$ cat src/rtl/uart_tx_dev.sv
// Memory-mapped 8N1 UART transmitter: software pushes bytes into a small FIFO
// which a four-state serialiser drains onto txd at a programmable bit period.
module uart_tx_dev #(
  parameter int unsigned FIFO_DEPTH = 4,
  parameter logic [15:0] DIV_RESET  = 16'd16
) (
  input  logic        clk,
  input  logic        reset,
  input  logic [29:0] Addr,
  input  logic        WE,
  input  logic [31:0] Din,
  output logic [31:0] Dout,
  output logic        txd,
  output logic        IRQ
);

  localparam int unsigned AW = $clog2(FIFO_DEPTH);
  localparam int unsigned CW = AW + 1;

  localparam logic [1:0] S_IDLE  = 2'd0;
  localparam logic [1:0] S_START = 2'd1;
  localparam logic [1:0] S_DATA  = 2'd2;
  localparam logic [1:0] S_STOP  = 2'd3;

  localparam logic [1:0] A_DATA = 2'd0;
  localparam logic [1:0] A_CTRL = 2'd1;
  localparam logic [1:0] A_STAT = 2'd2;
  localparam logic [1:0] A_DIV  = 2'd3;

  logic [1:0]    state_q, state_d;
  logic [7:0]    shift_q, shift_d;
  logic [2:0]    bit_idx_q, bit_idx_d;
  logic [15:0]   cnt_q, cnt_d;
  logic [15:0]   period_q, period_d;
  logic          txd_q, txd_d;
  logic          txen_q, txen_d;
  logic          irqen_q, irqen_d;
  logic          ovr_q, ovr_d;
  logic [15:0]   div_q, div_d;
  logic [AW-1:0] wr_ptr_q, wr_ptr_d;
  logic [AW-1:0] rd_ptr_q, rd_ptr_d;
  logic [CW-1:0] count_q, count_d;
  logic [7:0]    mem_q [FIFO_DEPTH];

  logic wr_data, wr_ctrl, wr_stat, wr_div;
  logic fifo_empty, fifo_full, bit_done, can_start;
  logic push_ok, pop;
  logic unused_bits;

  assign unused_bits = ^{Addr[29:2], Din[31:16]};

  assign wr_data = WE && (Addr[1:0] == A_DATA);
  assign wr_ctrl = WE && (Addr[1:0] == A_CTRL);
  assign wr_stat = WE && (Addr[1:0] == A_STAT);
  assign wr_div  = WE && (Addr[1:0] == A_DIV);

  assign fifo_empty = (count_q == '0);
  assign fifo_full  = (count_q == CW'(FIFO_DEPTH));
  assign bit_done   = (cnt_q == period_q - 16'd1);
  assign can_start  = txen_q && !fifo_empty;

  // Serialiser. txd is registered, so each branch sets the level for the
  // state being entered rather than the one being left.
  always_comb begin
    // NOTE: every signal assigned here gets a default first, so no path
    // leaves one unassigned and no latch is inferred.
    state_d   = state_q;
    shift_d   = shift_q;
    bit_idx_d = bit_idx_q;
    cnt_d     = cnt_q;
    period_d  = period_q;
    txd_d     = txd_q;
    pop       = 1'b0;

    unique case (state_q)
      S_IDLE: begin
        if (can_start) begin
          pop      = 1'b1;
          state_d  = S_START;
          shift_d  = mem_q[rd_ptr_q];
          period_d = div_q;
          cnt_d    = '0;
          txd_d    = 1'b0;
        end
      end
      S_START: begin
        if (bit_done) begin
          state_d   = S_DATA;
          cnt_d     = '0;
          bit_idx_d = '0;
          txd_d     = shift_q[0];
        end else begin
          cnt_d = cnt_q + 16'd1;
        end
      end
      S_DATA: begin
        if (bit_done) begin
          cnt_d = '0;
          if (bit_idx_q == 3'd7) begin
            state_d = S_STOP;
            txd_d   = 1'b1;
          end else begin
            bit_idx_d = bit_idx_q + 3'd1;
            shift_d   = {1'b0, shift_q[7:1]};
            txd_d     = shift_q[1];
          end
        end else begin
          cnt_d = cnt_q + 16'd1;
        end
      end
      default: begin
        if (bit_done) begin
          cnt_d = '0;
          if (can_start) begin
            pop      = 1'b1;
            state_d  = S_START;
            shift_d  = mem_q[rd_ptr_q];
            period_d = div_q;
            txd_d    = 1'b0;
          end else begin
            state_d = S_IDLE;
            txd_d   = 1'b1;
          end
        end else begin
          cnt_d = cnt_q + 16'd1;
        end
      end
    endcase
  end

  // A push into a full FIFO still fits when the head leaves in the same cycle.
  always_comb begin
    push_ok  = wr_data && (!fifo_full || pop);
    wr_ptr_d = push_ok ? wr_ptr_q + AW'(1) : wr_ptr_q;
    rd_ptr_d = pop ? rd_ptr_q + AW'(1) : rd_ptr_q;

    unique case ({push_ok, pop})
      2'b10:   count_d = count_q + CW'(1);
      2'b01:   count_d = count_q - CW'(1);
      default: count_d = count_q;
    endcase

    ovr_d = ovr_q;
    if (wr_stat)
      ovr_d = 1'b0;
    else if (wr_data && !push_ok)
      ovr_d = 1'b1;

    txen_d  = wr_ctrl ? Din[0] : txen_q;
    irqen_d = wr_ctrl ? Din[1] : irqen_q;
    div_d   = div_q;
    if (wr_div)
      div_d = (Din[15:0] == 16'd0) ? 16'd1 : Din[15:0];
  end

  always_ff @(posedge clk) begin
    // NOTE: state uses non-blocking assignments so every flop samples the
    // values from before this edge, independent of statement order.
    if (reset) begin
      state_q   <= S_IDLE;
      shift_q   <= '0;
      bit_idx_q <= '0;
      cnt_q     <= '0;
      period_q  <= DIV_RESET;
      txd_q     <= 1'b1;
      txen_q    <= 1'b0;
      irqen_q   <= 1'b0;
      ovr_q     <= 1'b0;
      div_q     <= DIV_RESET;
      wr_ptr_q  <= '0;
      rd_ptr_q  <= '0;
      count_q   <= '0;
    end else begin
      state_q   <= state_d;
      shift_q   <= shift_d;
      bit_idx_q <= bit_idx_d;
      cnt_q     <= cnt_d;
      period_q  <= period_d;
      txd_q     <= txd_d;
      txen_q    <= txen_d;
      irqen_q   <= irqen_d;
      ovr_q     <= ovr_d;
      div_q     <= div_d;
      wr_ptr_q  <= wr_ptr_d;
      rd_ptr_q  <= rd_ptr_d;
      count_q   <= count_d;
    end
  end

  // NOTE: FIFO storage is not reset; the count and pointers alone decide
  // which entries are valid, so stale contents are never observed.
  always_ff @(posedge clk) begin
    if (push_ok)
      mem_q[wr_ptr_q] <= Din[7:0];
  end

  always_comb begin
    Dout = '0;
    unique case (Addr[1:0])
      A_DATA:  Dout = '0;
      A_CTRL:  Dout = {30'd0, irqen_q, txen_q};
      A_STAT:  Dout = {23'd0, 5'(count_q), ovr_q, fifo_full, fifo_empty,
                       state_q != S_IDLE};
      default: Dout = {16'd0, div_q};
    endcase
  end

  assign txd = txd_q;
  assign IRQ = irqen_q && fifo_empty && (state_q == S_IDLE);

endmodule
$ cat config.mk
export PLATFORM = sky130hd
export DESIGN_NAME = uart_tx_dev
export DESIGN_NICKNAME = d
export VERILOG_FILES = /design/src/rtl/uart_tx_dev.sv
export SDC_FILE = /design/constraint.sdc
export NUM_CORES = 1
export LEC_CHECK = 0
export CORE_MARGIN = 4
export CORE_UTILIZATION = 48
export DETAILED_ROUTE_END_ITERATION = 6
export GPL_TIMING_DRIVEN = 0
export PLACE_DENSITY_LB_ADDON = 0.3
export SLEW_MARGIN = 0
export SYNTH_ARGS = -nofsm -noshare
export SYNTH_HDL_FRONTEND = slang
export SYNTH_SLANG_ARGS = --single-unit
$ cat constraint.sdc
create_clock -name clk -period 3.8 [get_ports clk]
set_input_delay 0.38 -clock clk [delete_from_list [all_inputs] [get_ports clk]]
set_output_delay 0.38 -clock clk [all_outputs]
set_load 0.02 [all_outputs]
# == Yosys cells after proc, flatten, opt, wreduce, memory -nomap -nowiden ==
# Memory sizes are Yosys's and may differ from the RTL's. A register that Yosys moved wholly into a read port is not among the register bits.
# Cells that the tools add are included.
# W data, S select, Z words.
# totals
register_bits,72
ram_bits,32
in_bits,65
output_inout_bits,34
elab_cells,105
n_memories,1
# mem_list
memory,depth,width,rd,rd_ports_with_merged_regs,wr,line,rtl
mem_q,4,8,1,1,1,43,logic [7:0] mem_q [FIFO_DEPTH];
# classes
n_addsub,7
eq_ne,15
mux,39
bitwise_logic,2
reduce_logical,28
# op_table
op,n
$mux W16,6
$pmux W16 S3,1
$mux W8,4
$pmux W16 S2,1
$pmux W8 S3,1
$add A16 B1 Y16 const B,1
$eq A16 B16 Y1,1
$logic_not A16 Y1,1
$sub A16 B1 Y16 const B,1
$mux W2,7
$pmux W3 S2,2
$reduce_and A4 Y1,3
$mux W1,11
$ne A2 B2 Y1 const B,5
$logic_and A1 B1 Y1,9
$mux W3,3
$eq A2 B2 Y1 const B,4
$reduce_bool A2 Y1,4
$add A3 B1 Y3 const B,2
$eq A2 B1 Y1 const B,3
$eq A3 B3 Y1 const B,2
$pmux W2 S3,1
$reduce_and A5 Y1,1
$add A2 B1 Y2 const B,2
10 further kinds,15

# == Longest topological paths before layout ==
# logic_depth
ltp_word,10
depth_mapped,20
depth_no_buf,16

# == Least setup slack after synthesis ==
# Ideal clock, no wire load.
# synth_path
path_type,register to register
from,register period_q[0]
to,register count_q[2]
setup_time_ns,0.070
t_arrival_ns,3.900
t_required_ns,3.730
path_slack_ns,-0.171
stages_incl_launch_ff,20
path_buffers,3
period_less_slack_ns,3.971
path_cell_list,dfxtp_1 clkbuf_1 inv_1 ha_1 clkbuf_1 or4b_2 nand4_1 o22ai_1 nor3_2 nor4_2 a31o_2 buf_4 o21a_2 inv_1 ha_1 inv_1 fa_1 xor2_1 or3_1 a21oi_1
# synth_between
elab_chain_cells,8
word_cells_on_any_way,10
cone_classes,add/sub: 1; eq/ne: 3; mux: 3; reduce/logical: 3
# synth_rtl
item,line,rtl
"start, declared",34,"logic [15:0] period_q, period_d;"
"start signal, assigned",178,period_q <= period_d;
$sub A16 B1 Y16 (*),59,assign bit_done = (cnt_q == period_q - 16'd1);
$eq A16 B16 Y1 (*),59,
$mux W1 (*),112,if (bit_done) begin
$pmux W1 S2 (*),75,unique case (state_q)
named net pop,47,"logic push_ok, pop;"
$logic_or A1 B1 Y1,133,push_ok = wr_data && (!fifo_full || pop);
$logic_and A1 B1 Y1,133,
$eq A2 B1 Y1 / $eq A2 B2 Y1 (equally long branches),137,"unique case ({push_ok, pop})"
$pmux W3 S2 / $reduce_bool A2 Y1 (equally long branches),n/a,
"end signal, assigned",186,count_q <= count_d;
"end, declared",42,"logic [CW-1:0] count_q, count_d;"
# Mark *: on every way through the listed nets, which the timed path passes. The rest lies on a longest branch.
# A chain may end at the register's enable or synchronous reset.

# == Final worst setup path ==
# layout_path
from,register period_q[8]
to,register count_q[2]
# layout_between
elab_chain_cells,8
word_cells_on_any_way,10
cone_classes,add/sub: 1; eq/ne: 3; mux: 3; reduce/logical: 3
# layout_rtl
item,line
$sub A16 B1 Y16 (*),59
$eq A16 B16 Y1 (*),59
$mux W1 (*),112
$pmux W1 S2 (*),75
$logic_or A1 B1 Y1,133
$logic_and A1 B1 Y1,133
$eq A2 B1 Y1 / $eq A2 B2 Y1 (equally long branches),137
$pmux W3 S2 / $reduce_bool A2 Y1 (equally long branches),n/a
# Mark *: on every way between the ends. The rest lies on a longest branch, timed or not.

==> flow_metrics.tcl <==
set metrics [dict create \
    status "finished, final reports clean" \
    synth_seq_area_share_pct 43.1 \
    grt_pass1_wl_um 22900 \
    vias 4762 \
    met2_length_um 6680 \
    coreArea_um2 11500 \
    hp-class "flip-flop to flip-flop" \
    dieArea_um2 13600 \
    tritoncts "done" \
    die_x_um 117 \
    leakagePower_nw 2.67 \
    crit_chain "buf_6 -> or4_4 -> or3_4 -> a2111oi_4 -> o22ai_2 -> nor4_4 -> a31o_4 -> ha_4 -> inv_1 -> fa_2 -> xor2_1 -> or3_1 -> a21oi_1" \
    p_per_area_nw_per_um2 371 \
    synth_edf_count 32 \
    antenna_found_initial 0 \
    cts_htree_levels 3 \
    drt-pass1-iter-count 5 \
    max_stage_delay_ns 0.55 \
    layout.nets 765 \
    dp_hpwl_um 10000 \
    muxShareOfSynthArea_pct 7.50 \
    fin_crit_sh_pct 96.8 \
    antennaDiodeCount 0 \
    finalSetupTns_ns 0 \
    start_kind "flip-flop" \
    setup_viol 0 \
    worst_pin_slew_ns 0.674 \
    yosys.area_share.simple_pct 20.8 \
    syn_area_um2 5670 \
    cp_data_required_time_ns 4.07 \
    critPathArrivalTime_ns 3.95 \
    synth_compound_area_share_pct 14.4 \
    totalWireLength_um 13700 \
    ir_drop_v 0.000298 \
    routedWlPerCell_um 16.4 \
    slowest_stage "or4_4" \
    ant_nets 0 \
    clockBufferDepth 2 \
    cts_sinks 106 \
    gp_congestion 0.858 \
    clkTransAtPathRegs_ns 0.08 \
    drt_iter0_drc 335 \
    rows 39 \
    synth_top_family_by_area "simple AND/OR/NAND/NOR gates" \
    ctsRootBufferMaster "clkbuf_16" \
    crit_fanout 8 \
    synthCells 611 \
    synth-adder-area-share_pct 3.22 \
    synthFlopType "dfxtp_1" \
    layout-drive-gt1-share_pct 14.5 \
    min_period_ns 3.68 \
    drcViolationCount 0 \
    max_cap_viol_count 0 \
    wl_met1_um 5910 \
    die_h_um 117 \
    finalHoldViolCount 0 \
    start_util_pct 49.4 \
    fillers 964 \
    route.met3.wl_um 877 \
    synthXorXnorAreaFrac_pct 3.86 \
    grt_overflow 0 \
    routed_via_density 5.71 \
    port_buffers 37 \
    area_growth_pct 20.2 \
    grt_max_degree 22 \
    slew_headroom_pct 55.0 \
    crit_type "flip-flop to flip-flop" \
    ys_types 74 \
    grtUsageTotal_pct 21.3 \
    clock_latency_ns 0.35 \
    finalPower_mw 2.53 \
    cp-end-kind "flip-flop" \
    ys_async_sr_fraction_pct 0 \
    ys.warnings.count 0 \
    synth_area_per_cell_um2 9.28 \
    slew_viol_final 0 \
    grt_pass1_vias 4715 \
    clock_skew_ns 0.00799 \
    routed.top_layer "met4" \
    ctsHoldBuffers 0 \
    cts_buffers 9 \
    fmax_mhz 272 \
    synth.ff_latch_count 106 \
    io_pins 99 \
]
[layout by cell type, fill, tap and decap left out, drive strengths merged, types with 3 or more instances in the layout]
cell type,n
dfxtp,74
nor2,62
nand2,57
buf,46
a21oi,42
clkdlybuf4s50,37
edfxtp,32
o21ai,32
clkbuf,32
inv,27
mux2i,20
and3,17
xnor2,16
nand3,16
conb,16
ha,13
nor3,12
nor4,10
xor2,9
nand4,8
mux4,8
and2,7
nor3b,7
a31oi,7
a21o,7
nor2b,6
or3,5
a41oi,4
nand4b,4
o2111ai,4
mux2,4
nand2b,3
o211ai,3
o31ai,3
or4,3
[state kept, by name, summed over array words and instances, names as in the netlist, named ones only]
| signal | count |
|---|---|
| shift_q | 8 |
| wr_ptr_q | 2 |
| div_q | 16 |
| irqen_q | 1 |
| cnt_q | 16 |
| txen_q | 1 |
| bit_idx_q | 3 |
| state_q | 2 |
| txd | 1 |
| rd_ptr_q | 2 |
| ovr_q | 1 |
| count_q | 3 |
| mem_q | 32 |
| period_q | 16 |
[routing by layer]
layer,vias up,GRT usage (%)
met1,2252,27.4
li1,2312,-
met3,21,4.04
met5,-,0
met2,177,36.0
met4,0,7.34
[cells by family after synthesis]
group,count (synthesis)
simple gates,227
fa+ha+maj,14
xor+xnor,25
mux,32
other cells,1
flops,106
compound gates,126
buf+inv,80
[cells in the mapped netlist (all sizes together), types with 3 or more instances]
master    n  share of area (%)
a21o      7               0.93
a21oi    42                3.7
a31oi     7               0.77
a41oi     4               0.62
and2      7               0.77
and3     17                1.9
buf      30                3.8
clkbuf   27                1.8
dfxtp    74                 26
edfxtp   32                 17
ha       13                2.9
inv      23                1.5
mux2      4               0.79
mux2i    20                3.5
mux4      8                3.2
nand2    57                3.8
nand2b    3               0.33
nand3    16                1.4
nand4     8               0.88
nand4b    4               0.62
nor2     62                4.1
nor2b     6               0.66
nor3     12                1.2
nor3b     7               0.93
nor4     10                1.6
o2111ai   4               0.73
o211ai    3               0.40
o21ai    32                2.8
o31ai     3               0.40
or3       5               0.64
or4       3               0.46
xnor2    16                2.5
xor2      9                1.4
[critical path, delay by kind of cell, from the launching register on]
| kind | cells | cell delay, ns |
|---|---|---|
| AND/OR/NAND/NOR | 4 | 1.52 |
| XOR/XNOR | 1 | 0.16 |
| AO/OA/AOI/OAI | 4 | 0.95 |
| adder cells (fa/ha/maj) | 2 | 0.48 |
| buffers and inverters | 2 | 0.19 |
| flip-flops | 1 | 0.31 |
[cell type report]
type                    count  area, µm²  area share [%]
plain buffers              52        308            4.52
clock buffers               9        225            3.31
clock inverters             7       75.1            1.10
inverters                  23       86.3            1.27
multi-input cells         440       2990            43.9
flip-flops and latches    106       2450            36.0
well taps                 143        179            2.63
repair buffers             54        498            7.31
[power breakdown]
| part | leakage [nW] | switching, mW | total, mW | internal, mW |
|---|---|---|---|---|
| Clock | 0.145 | 0.465 | 0.933 | 0.468 |
| Sequential | 0.888 | 0.0282 | 1.22 | 1.19 |
| Combinational | 1.63 | 0.233 | 0.377 | 0.144 |
| Total | 2.67 | 0.726 | 2.53 | 1.80 |
[worst paths after layout]
kind | from | endpoint | slack (ns) | cells after the start
worst min-delay path | shift_q[5]$_SDFFE_PP0P_ | shift_q[5]$_SDFFE_PP0P_ | 0.46 | 2
worst min register to register | shift_q[5]$_SDFFE_PP0P_ | shift_q[5]$_SDFFE_PP0P_ | 0.46 | 2
worst max register to register | period_q[8]$_SDFFE_PP0P_ | count_q[2]$_SDFFE_PP0P_ | 0.12 | 13
worst max-delay path | period_q[8]$_SDFFE_PP0P_ | count_q[2]$_SDFFE_PP0P_ | 0.12 | 13
[stage by stage]
stage                     utilization (%)  instance area, µm²  setup WS (ns)  hold slack (ns)  cells
after floorplan                         -                5740         0.0119            0.430    626
after global placement               54.9                6290         -0.425            0.446    806
after detailed placement             54.9                6290         -0.520            0.448    806
after CTS                            58.8                6750         0.0179            0.460    827
after global routing                 59.4                6810      -0.000617            0.470    834
final                                59.4                6810          0.121            0.459    834
[what timing repair did]
item                       4_1_cts  5_1_grt
setup endpoints to repair       35        2
buffers inserted                 9        8
pin swaps                        5        9
resized for setup               19        5
cloned                           0        0
Note: power is estimated with default switching activity, not from simulation.
